--- src/rtl/rx_serial_7e1_pkg.sv ---
// Shared definitions for the 7E1 serial receiver: state codes, widths, baud divisor helper.
// Latency: n/a (declarations only).
// Backpressure: n/a; the receiver has no flow control, each frame is reported once.
package rx_serial_7e1_pkg;

    localparam int CNT_W     = 13;  // wide enough for 50 MHz / 9600 baud
    localparam int DATA_BITS = 7;

    // db_estado exposes these codes directly, so the values are fixed.
    typedef enum logic [3:0] {
        ST_IDLE     = 4'd0,
        ST_START    = 4'd1,
        ST_DADOS    = 4'd2,
        ST_PARIDADE = 4'd3,
        ST_STOP     = 4'd4,
        ST_FINAL    = 4'd5,
        ST_ESPERA   = 4'd6
    } estado_t;

    function automatic int calc_divisor(input int clk_freq, input int baud);
        return clk_freq / baud;
    endfunction

endpackage

--- src/rtl/rx_serial_7e1_contador_baud.sv ---
// Bit-timing counter: counts 0..M-1 and wraps, flags the last count (fim) and the half point (meio).
// Latency: flags are combinational from the registered count.
// Backpressure: none; clr restarts the count from 0 on the next cycle.
module rx_serial_7e1_contador_baud #(
    parameter int M    = 5208,
    parameter int HALF = 2604
) (
    input  logic clock,
    input  logic reset,
    input  logic clr,
    output logic fim,
    output logic meio
);
    import rx_serial_7e1_pkg::*;

    logic [CNT_W-1:0] cnt_q, cnt_d;

    // next count: clear wins, otherwise wrap at M-1
    always_comb begin
        cnt_d = cnt_q;
        if (clr)
            cnt_d = '0;
        else if (cnt_q == CNT_W'(M - 1))
            cnt_d = '0;
        else
            cnt_d = cnt_q + 1'b1;
    end

    // count register
    always_ff @(posedge clock) begin
        if (reset)
            cnt_q <= '0;
        else
            cnt_q <= cnt_d;
    end

    assign fim  = (cnt_q == CNT_W'(M - 1));
    assign meio = (cnt_q == CNT_W'(HALF - 1));

endmodule

--- src/rtl/rx_serial_7e1.sv ---
// Asynchronous 7E1 serial receiver: start, 7 data bits LSB-first, even parity, one stop bit.
// Latency: pronto rises HALF + 9*DIVISOR + 1 clocks after IDLE sees the synchronized start edge.
// Backpressure: none; each frame yields a one-cycle pronto with data and parity/framing flags.
module rx_serial_7e1 #(
    parameter int CLK_FREQ = 50_000_000,
    parameter int BAUD     = 9600
) (
    input  logic       clock,
    input  logic       reset,
    input  logic       dados_serial,
    output logic [6:0] dados_ascii,
    output logic       paridade_ok,
    output logic       erro_stop,
    output logic       pronto,
    output logic       db_tick,
    output logic [3:0] db_estado
);
    import rx_serial_7e1_pkg::*;

    localparam int DIVISOR = calc_divisor(CLK_FREQ, BAUD);
    localparam int HALF    = DIVISOR / 2;

    logic [1:0]           sync_q, sync_d;
    estado_t              estado_q, estado_d;
    logic [2:0]           idx_q, idx_d;
    logic [DATA_BITS-1:0] shift_q, shift_d;
    logic                 par_q, par_d;
    logic [DATA_BITS-1:0] dados_ascii_q, dados_ascii_d;
    logic                 paridade_ok_q, paridade_ok_d;
    logic                 erro_stop_q, erro_stop_d;
    logic                 pronto_q, pronto_d;
    logic                 clr, tick, fim, meio, line;

    rx_serial_7e1_contador_baud #(
        .M    (DIVISOR),
        .HALF (HALF)
    ) u_contador (
        .clock (clock),
        .reset (reset),
        .clr   (clr),
        .fim   (fim),
        .meio  (meio)
    );

    assign line = sync_q[1];

    // FSM next state, shift register and output staging; outputs are loaded on entry to FINAL
    // so that pronto and the data it qualifies appear in the same cycle.
    always_comb begin
        sync_d        = {sync_q[0], dados_serial};
        estado_d      = estado_q;
        idx_d         = idx_q;
        shift_d       = shift_q;
        par_d         = par_q;
        dados_ascii_d = dados_ascii_q;
        paridade_ok_d = paridade_ok_q;
        erro_stop_d   = erro_stop_q;
        pronto_d      = 1'b0;
        clr           = 1'b0;
        tick          = 1'b0;
        case (estado_q)
            ST_IDLE: begin
                clr = 1'b1;
                if (!line)
                    estado_d = ST_START;
            end
            ST_START: begin
                if (meio) begin
                    clr = 1'b1;
                    if (line) begin
                        estado_d = ST_IDLE;  // too short to be a start bit
                    end else begin
                        estado_d = ST_DADOS;
                        idx_d    = 3'd0;
                    end
                end
            end
            ST_DADOS: begin
                if (fim) begin
                    tick    = 1'b1;
                    shift_d = {line, shift_q[DATA_BITS-1:1]};
                    idx_d   = idx_q + 3'd1;
                    if (idx_q == 3'(DATA_BITS - 1))
                        estado_d = ST_PARIDADE;
                end
            end
            ST_PARIDADE: begin
                if (fim) begin
                    tick     = 1'b1;
                    par_d    = ~^{shift_q, line};
                    estado_d = ST_STOP;
                end
            end
            ST_STOP: begin
                if (fim) begin
                    tick          = 1'b1;
                    dados_ascii_d = shift_q;
                    paridade_ok_d = par_q;
                    erro_stop_d   = ~line;
                    pronto_d      = 1'b1;
                    estado_d      = ST_FINAL;
                end
            end
            ST_FINAL: begin
                clr = 1'b1;
                // a low stop bit may be a break: wait for the line to idle before re-arming
                estado_d = erro_stop_q ? ST_ESPERA : ST_IDLE;
            end
            ST_ESPERA: begin
                clr = 1'b1;
                if (line)
                    estado_d = ST_IDLE;
            end
            default: begin
                estado_d = ST_IDLE;
            end
        endcase
    end

    // state, synchronizer and output registers; synchronizer resets to the idle-high level
    always_ff @(posedge clock) begin
        if (reset) begin
            sync_q        <= 2'b11;
            estado_q      <= ST_IDLE;
            idx_q         <= '0;
            shift_q       <= '0;
            par_q         <= 1'b0;
            dados_ascii_q <= '0;
            paridade_ok_q <= 1'b0;
            erro_stop_q   <= 1'b0;
            pronto_q      <= 1'b0;
        end else begin
            sync_q        <= sync_d;
            estado_q      <= estado_d;
            idx_q         <= idx_d;
            shift_q       <= shift_d;
            par_q         <= par_d;
            dados_ascii_q <= dados_ascii_d;
            paridade_ok_q <= paridade_ok_d;
            erro_stop_q   <= erro_stop_d;
            pronto_q      <= pronto_d;
        end
    end

    assign dados_ascii = dados_ascii_q;
    assign paridade_ok = paridade_ok_q;
    assign erro_stop   = erro_stop_q;
    assign pronto      = pronto_q;
    assign db_tick     = tick;
    assign db_estado   = estado_q;

endmodule
--- config.mk ---
export PLATFORM = sky130hd
export DESIGN_NAME = rx_serial_7e1
export DESIGN_NICKNAME = d
export VERILOG_FILES = /design/src/rtl/rx_serial_7e1_pkg.sv /design/src/rtl/rx_serial_7e1_contador_baud.sv /design/src/rtl/rx_serial_7e1.sv
export SDC_FILE = /design/constraint.sdc
export NUM_CORES = 1
export LEC_CHECK = 0
export BUFFER_PORTS_ARGS = -buffer_cell sky130_fd_sc_hd__buf_2
export CAP_MARGIN = 20
export CORE_MARGIN = 1.5
export CORE_UTILIZATION = 26
export DETAILED_ROUTE_END_ITERATION = 10
export PLACE_DENSITY = 0.4
export SETUP_SLACK_MARGIN = 0.02
export SKIP_LAST_GASP = 1
export SLEW_MARGIN = 20
export SYNTH_ARGS = -nofsm -noshare
export SYNTH_HDL_FRONTEND = slang
export SYNTH_SLANG_ARGS = --single-unit
--- constraint.sdc ---
create_clock -name clock -period 1.75 [get_ports clock]
set_input_delay 0 -clock clock [delete_from_list [all_inputs] [get_ports clock]]
set_output_delay 0 -clock clock [all_outputs]
set_load 0.03 [all_outputs]
==> Yosys cells after proc, flatten, opt, wreduce, memory -nomap -nowiden <==
Cells that the tools add are included.
{ "op_classes": {"n_addsub": 2, "n_div": 0, "mux": 18, "shifts": 0, "reduce_logical": 12, "eq_ne": 17, "magnitude_cmp": 0, "n_mul": 0, "bitwise": 2} }
{ "op_table": {"columns": ["operator", "count"], "rows": [
  ["4-bit 2-to-1 mux", 7],
  ["4-bit one-hot mux with 7 select lines", 1],
  ["2-bit != test (second input constant)", 8],
  ["13-bit by 1-bit adder with 13-bit output (second input constant)", 1],
  ["13-bit by 12-bit == test with 1-bit output (second input constant)", 1],
  ["13-bit == test (second input constant)", 1],
  ["4-bit by 3-bit == test with 1-bit output (second input constant)", 3],
  ["3-bit 2-to-1 mux", 4],
  ["3-bit OR reduction", 3],
  ["4-bit by 2-bit == test with 1-bit output (second input constant)", 2],
  ["8-bit XNOR reduction", 1],
  ["7-bit AND reduction", 1],
  ["3-bit one-hot mux with 2 select lines", 1],
  ["2-bit AND reduction", 3],
  ["4-bit by 1-bit == test with 1-bit output (second input constant)", 1],
  ["4-bit zero test", 1],
  ["4-bit AND reduction", 1],
  ["3-bit by 1-bit adder with 3-bit output (second input constant)", 1],
  ["3-bit == test (second input constant)", 1],
  ["1-bit 2-to-1 mux", 3],
  ["2-bit 2-to-1 mux", 1],
  ["1-bit inverter", 2],
  ["1-bit one-hot mux with 2 select lines", 1],
  ["2-bit nonzero test", 1],
  ["2-bit OR reduction", 1]
]} }
{ "totals": {"in_bits": 3, "ramBits": 0, "memories": 0, "register_bits": 40, "latchBits": 0, "out_inout_bits": 15, "mem_bits_ro": 0} }

==> Longest topological paths before layout <==
Gate-level depths: netlist of run 1.
{ "logic_depth": {"ltp_word": 4, "depth_mapped": 7, "ltp_nobuf": 7} }

==> By module <==
From an unflattened synthesis of run 1, not the netlist that was laid out.
{ "unflattened": {"cells_unflattened": 225, "hier_area_um2": 1975.6} }
{ "by_module_without_submodules": {"columns": ["module", "area_per_inst_um2", "seq_area_each_um2", "instances", "cells_each"], "rows": [
  ["rx_serial_7e1", 1335.0, 520.5, 1, 157],
  ["rx_serial_7e1_contador_baud", 640.6, 260.2, 1, 68]
]} }

==> Worst setup path before layout of run 1 <==
OpenSTA, ideal clock, no wires.
{ "synth_timing": {"path_type": "reg2reg", "from": "reg estado_q[2] (netlist: db_estado[2])", "to": "reg estado_q[1] (netlist: db_estado[1])", "required_ns": 1.633, "slack_ns": -0.048, "arrival_time_ns": 1.681, "path_stages_with_launch": 7, "cell_sequence": "dfxtp_1 -> clkbuf_1 -> and4b_1 -> a2111o_1 -> o221ai_1 -> mux2i_1 -> nor2_1"} }
{ "synth_via": {"elab_chain_len": 3} }
{ "synth_lines": {"columns": ["element", "line", "text"], "rows": [
  ["start: declaration", "rx_serial_7e1.sv:24", "estado_t estado_q, estado_d;"],
  ["start signal: assignment", "rx_serial_7e1.sv:134", "estado_q <= estado_d;"],
  ["4-bit by 2-bit == test with 1-bit output, or another cell as far along", "rx_serial_7e1.sv:61", "case (estado_q)"],
  ["2-bit != test (no source line)", null, null],
  ["7-bit AND reduction (no source line)", null, null]
]} }
Several ways; a longest one is shown, not always the timed one.
A chain may end at the register's enable or synchronous reset.

==> Worst setup path in the final report of run 1 <==
{ "layout_timing": {"from": "reg u_contador.cnt_q[6]", "to": "reg estado_q[0] (netlist: db_estado[0])"} }
{ "layout_via": {"elab_chain_len": 3} }
{ "layout_lines": {"columns": ["element", "line", "text"], "rows": [
  ["start: declaration", "rx_serial_7e1_contador_baud.sv:16", "logic [CNT_W-1:0] cnt_q, cnt_d;"],
  ["start signal: assignment", "rx_serial_7e1_contador_baud.sv:34", "cnt_q <= cnt_d;"],
  ["13-bit by 12-bit == test with 1-bit output or 13-bit == test (tied branches)", "rx_serial_7e1_contador_baud.sv:38, rx_serial_7e1_contador_baud.sv:37", null],
  ["2-bit != test (no source line)", null, null],
  ["7-bit AND reduction (no source line) (*)", null, null]
]} }
Every way passes the cells marked *; elsewhere a longest branch is shown, timed or not.

==> impl_metrics.csv, run 1 <==
group,metric,value,unit
outcome,status,"finished, final reports clean",
worst_setup_path,cpMaxStageDelayCell,"or4b_4",
sta,fmax,588,MHz
floorplanning,start_util,26.9,%
finish,antenna_cells,0,
logic_synthesis,syn_area,1820,µm²
clocking,cts_buffer_depth,2,
sta,skew,6.66,ps
clocking,htreeDepth,2,
power_and_ir_drop,ir_drop,0.000360,V
hold_path,hp-class,"in -> reg",
routing,dr_wl_met2,1630,µm
logic_synthesis,ys_ff_latch,39,
worst_setup_path,path_buf_inv,1,
finish,final_cell_mix,"nor2_1, dfxtp_1, buf_4",
global_route,antenna_found_initial,0,
finish,final_cells,320,
sta,rsz0062_at_grt,"true",
worst_setup_path,start_kind,"flip-flop",
routing,ant_nets,0,
sta,layout_min_cycle_time,1700,ps
finish,final_core_util,35.4,%
logic_synthesis,synth-edff-count,0,
routing,dr_wl_met3,108,µm
placed_design,place_congestion,0.708,
global_route,grt_usage,11.6,%
worst_setup_path,path_cells,"or4b_4, nor4_4, buf_4, o22ai_2, mux2_4, nor2_2",
logic_synthesis,synthesis.nets,203,
logic_synthesis,syn_avg_cell_area,9.22,µm²
flow_run,maxCapViolCount,0,
logic_synthesis,ys_async_sr_fraction,0,%
worst_setup_path,cp.required,1980,ps
floorplanning,die_h,86.6,µm
floorplanning,die_w,86.6,µm
sta,setup_violations,0,
routing,vias_per_cell,4.51,
global_route,grt_pass1_vias,1404,
clocking,cts_sinks,39,
routing,drc,0,
worst_setup_path,critPathMaxStageDelay,540,ps
clocking,clock_latency,290,ps
floorplanning,io_pins,18,
routing,vias,1444,
placed_design,dpl.hpwl,2780,µm
floorplanning,rows,30,
worst_setup_path,crit_arrival,1940,ps
global_route,grt_max_degree,23,
sta,finalHoldViolCount,0,
routing,wirelength_met1,2080,µm
routing,wire_per_inst,12.2,µm
logic_synthesis,synth_cell_types,41,
worst_setup_path,cp_max_fo,3,
finish,syn_to_final_growth,31.5,%
power_and_ir_drop,power.leakage,1.07,nW
logic_synthesis,ys_seq_area_share,43.0,%
placed_design,place_inst,307,
sta,min_period_over_period,97.2,%
global_route,grt_pass1_wl,6730,µm
power_and_ir_drop,powerDensity,728,nW/µm²
finish,layout_commonest_cell,"nor2_1",
logic_synthesis,synth-main-ff-cell,"dfxtp_1",
placed_design,io_buffers,16,
worst_setup_path,critPathKind,"reg -> reg",
worst_setup_path,end_kind,"flip-flop",
routing,dr.pass1.iters,4,
logic_synthesis,yosysWarnings,0,
finish,nNetsFinal,245,
finish,fillCellCount,709,
clocking,clkTransAtPathRegs,80,ps
clocking,cts_buffers,5,
routing,top_layer_used,"met4",
floorplanning,die-area,7500,µm²
logic_synthesis,syn_inst,197,
sta,drv_slew,0,
global_route,overflow,0,
routing,drt_iter0_markers,55,
clocking,cts_tree,"done",
routing,routed_wl,3900,µm
floorplanning,fp.coreArea,6760,µm²
worst_setup_path,critPathTopFamily,"simple AND/OR/NAND/NOR gates",
clocking,clockRootBuffer,"clkbuf_8",
sta,whs,425,ps
finish,drive_above_1_share,32.1,%
[cells in the mapped netlist (2+ instances only)]
cell | count | area share [%]
a21oi_1 | 8 | 2.2
nand3_1 | 5 | 1.4
buf_2 | 4 | 1.1
dfxtp_1 | 39 | 43
xor2_1 | 7 | 3.4
nor2b_1 | 4 | 1.4
nor2_1 | 40 | 8.3
xnor2_1 | 12 | 5.8
nand4b_1 | 2 | 0.96
nor3b_1 | 3 | 1.2
mux2i_1 | 18 | 9.9
o21ai_0 | 4 | 1.1
nand4_1 | 2 | 0.69
and3_1 | 4 | 1.4
or2_2 | 4 | 1.4
nand2_1 | 7 | 1.4
ha_1 | 3 | 2.1
buf_4 | 2 | 0.83
and3_2 | 2 | 0.83
inv_1 | 3 | 0.62
nand2b_1 | 2 | 0.69
clkbuf_1 | 3 | 0.62
[what timing repair did]
action	in CTS	in global routing
gates resized for setup	9	14
setup buffers	2	1
pin swaps	3	3
hold endpoints to repair	3	0
endpoints found under the setup margin	17	28
hold buffers	2	0
cloned	0	0
[flip-flops by register name, indices dropped and copies added (netlist names)]
signal / cells
dados_ascii: 7
db_estado: 3
erro_stop: 1
idx_q: 3
par_q: 1
paridade_ok: 1
pronto: 1
shift_q: 7
sync_q: 2
u_contador.cnt_q: 13
[tightest hold or removal path, cell delays in order]
cell           delay, ps
dlygate4sd3_1        520
buf_2                 90
or2_2                 80
[power breakdown]
part	switching [W]	internal (W)	total (W)
Combinational	0.0000436	0.0000379	0.0000815
Clock	0.000334	0.000425	0.000759
Sequential	0.00000706	0.000891	0.000898
[cell type report]
| class | instances | area (µm²) | area share, % |
|---|---|---|---|
| clock inverters | 3 | 43.8 | 1.83 |
| multi-input cells | 144 | 1040 | 43.7 |
| flip-flops and latches | 39 | 785 | 32.8 |
| clock buffers | 5 | 68.8 | 2.88 |
| inverters | 3 | 11.3 | 0.471 |
| repair buffers | 46 | 337 | 14.1 |
| well taps | 80 | 100 | 4.19 |
[final timing paths]
kind	cells past startpoint	to	slack, ps	from
worst min-delay path	3	sync_q[0]	430	dados_serial
worst max-delay path	6	db_estado[0]	50	u_contador.cnt_q[6]
worst max register to register	6	db_estado[0]	50	u_contador.cnt_q[6]
worst min register to register	1	sync_q[1]	440	sync_q[0]
[per-stage QoR]
| stage | worst slack, ps | total power, W | TNS, ps | area, µm² |
|---|---|---|---|---|
| after floorplan | 62.4 | 0.000967 | 0 | 1820 |
| after global placement | -141 | 0.000984 | -1730 | 2130 |
| after detailed placement | -176 | 0.000984 | -2180 | 2130 |
| after CTS | 30.2 | 0.00175 | 0 | 2330 |
| after global routing | -55.9 | 0.00181 | -450 | 2390 |
| final | 49.5 | 0.00174 | 0 | 2390 |
[logic make-up after synthesis]
kind of cell    count (synthesis)  synth area share (%)
compound gates                 18                  6.06
xor+xnor                       19                  9.16
fa+ha+maj                       3                  2.07
buf+inv                        14                  3.99
flops                          39                  43.0
mux                            19                  10.5
other cells                     1                 0.206
simple gates                   84                  25.0
[layer usage]
layer	up-vias	track usage [%]
li1	749	-
met1	671	16.0
met2	19	17.6
met3	5	2.86
met4	0	4.40
met5	-	0
(Power assumes the default switching activity.)
==> run 2: changes to the inputs <==
PLACE_DENSITY = 0.39   (was 0.4)
==> run 2 against run 1 <==
  * Final area down 1.5%
  * Critical path depth stayed put
  * Hold slack lost 350 ps
  * Sequential power is essentially flat
  * Largest cell class unchanged
  * Sequential share of layout area is 0.60 points higher
  * Utilization fell by 0.52 points
  * Routed wire length increased by 2.6%
  * First-iteration DRC count decreased by 13%
==> impl_metrics.csv, run 2 (synthesis gave the netlist of run 1 again) <==
group,metric,value,unit
clocking,cts_tree,"done",
routing,wire_per_inst,12.5,µm
sta,min_period_over_period,98.0,%
clocking,cts_sinks,39,
worst_setup_path,cp.required,1980,ps
power_and_ir_drop,powerDensity,673,nW/µm²
clocking,clockRootBuffer,"clkbuf_8",
placed_design,dpl.hpwl,2790,µm
finish,final_cells,319,
sta,finalHoldViolCount,0,
sta,whs,78.5,ps
sta,skew,8.31,ps
floorplanning,io_pins,18,
finish,largest_register,"u_contador.cnt_q",
placed_design,place_congestion,0.710,
worst_setup_path,crit_arrival,1950,ps
finish,syn_to_final_growth,29.5,%
global_route,overflow,0,
routing,ant_nets,0,
floorplanning,rows,30,
finish,antenna_cells,0,
placed_design,io_buffers,16,
worst_setup_path,crit_end,"db_estado[0]",
global_route,grt_pass1_wl,6800,µm
worst_setup_path,critPathKind,"reg -> reg",
clocking,cts_buffer_depth,2,
floorplanning,start_util,26.9,%
finish,drive_above_1_share,33.1,%
clocking,clkTransAtPathRegs,80,ps
floorplanning,die_w,86.6,µm
power_and_ir_drop,ir_drop,0.000355,V
global_route,antenna_found_initial,0,
worst_setup_path,r2r_cells,6,
finish,layout_commonest_cell,"nor2_1",
routing,vias_per_cell,4.45,
flow_run,maxCapViolCount,0,
routing,drt_iter0_markers,48,
global_route,grt_usage,11.8,%
clocking,htreeDepth,2,
sta,worst_slack,35.4,ps
worst_setup_path,cpMaxStageDelayCell,"or4b_4",
routing,drc,0,
clocking,cts_buffers,5,
worst_setup_path,end_kind,"flip-flop",
sta,setup_violations,0,
worst_setup_path,critPathMaxStageDelay,550,ps
placed_design,place_inst,308,
worst_setup_path,cp.depth,6,
power_and_ir_drop,power.leakage,1.04,nW
placed_design,dpl_worst_slack,-141,ps
worst_setup_path,start_kind,"flip-flop",
worst_setup_path,ff2ff_setup_slack,40,ps
sta,layout_min_cycle_time,1710,ps
sta,fmax,583,MHz
worst_setup_path,setup.worst_path.start,"u_contador.cnt_q[6]",
worst_setup_path,cp_max_fo,3,
worst_setup_path,r2r-start,"u_contador.cnt_q[6]",
power_and_ir_drop,finalPower,0.00158,W
routing,dr.pass1.iters,4,
floorplanning,die-area,7500,µm²
finish,final_core_util,34.8,%
finish,final_cell_mix,"nor2_1, dfxtp_1, buf_4",
worst_setup_path,critPathTopFamily,"simple AND/OR/NAND/NOR gates",
worst_setup_path,rr_endpoint,"db_estado[0]",
clocking,clock_latency,290,ps
finish,largest_reg_flops,13,
hold_path,hp-class,"in -> reg",
global_route,grt_max_degree,19,
worst_setup_path,path_buf_inv,1,
routing,routed_wl,4000,µm
floorplanning,fp.coreArea,6760,µm²
sta,rsz0062_at_grt,"true",
finish,nNetsFinal,244,
worst_setup_path,path_cells,"or4b_4, nor4_4, buf_4, o22ai_2, mux2_1, nor2_1",
sta,drv_slew,0,
outcome,status,"finished, final reports clean",
floorplanning,die_h,86.6,µm
routing,vias,1421,
global_route,grt_pass1_vias,1377,
-- run 2: final cells by class --
type                       count  area (µm²)
fill                         721        4400
sequential                    39         787
multi-input combinational    144        1030
clock buffer                   5        68.8
clock inverter                 3        20.0
tap                           80         100
timing repair buffer          45         334
inverter                       3        11.3
-- run 2: metrics by stage --
stage	TNS (ps)	area (µm²)
detailed placement	-1760	2130
finish	0	2350
global route	-158	2350
global placement	-1860	2130
floorplan	0	1820
CTS	0	2310
-- run 2: what timing repair did --
action                                  4_1_cts  5_1_grt
pin swaps                                     3        3
buffers inserted                              3        1
endpoints found under the setup margin       17       29
hold endpoints to repair                      1        0
cloned                                        0        0
gates resized for setup                      11       15
hold buffers                                  1        0
-- run 2: power breakdown --
part / total, W / switching [W] / internal (W)
registers: 0.000897 / 0.00000600 / 0.000891
logic: 0.0000741 / 0.0000419 / 0.0000322
clock network: 0.000613 / 0.000335 / 0.000277
total: 0.00158 / 0.000383 / 0.00120
-- run 2: worst min-delay path by stage --
stage	end	cells after the start	start	slack (ps)
floorplan	sync_q[0]	1	dados_serial	100
CTS	dados_ascii[4]	2	reset	70
finish	dados_ascii[3]	2	reset	80
global route	dados_ascii[3]	2	reset	90
detailed placement	sync_q[0]	2	dados_serial	190
global placement	sync_q[0]	2	dados_serial	190
-- run 2: layer usage --
| layer | vias to the layer above | track usage, % | share of wire, % |
|---|---|---|---|
| li1 | 744 | - | - |
| met1 | 656 | 16.1 | 51 |
| met2 | 16 | 17.8 | 44 |
| met3 | 5 | 2.86 | 2.8 |
| met4 | 0 | 4.84 | 1.6 |
| met5 | - | 0 | 0 |
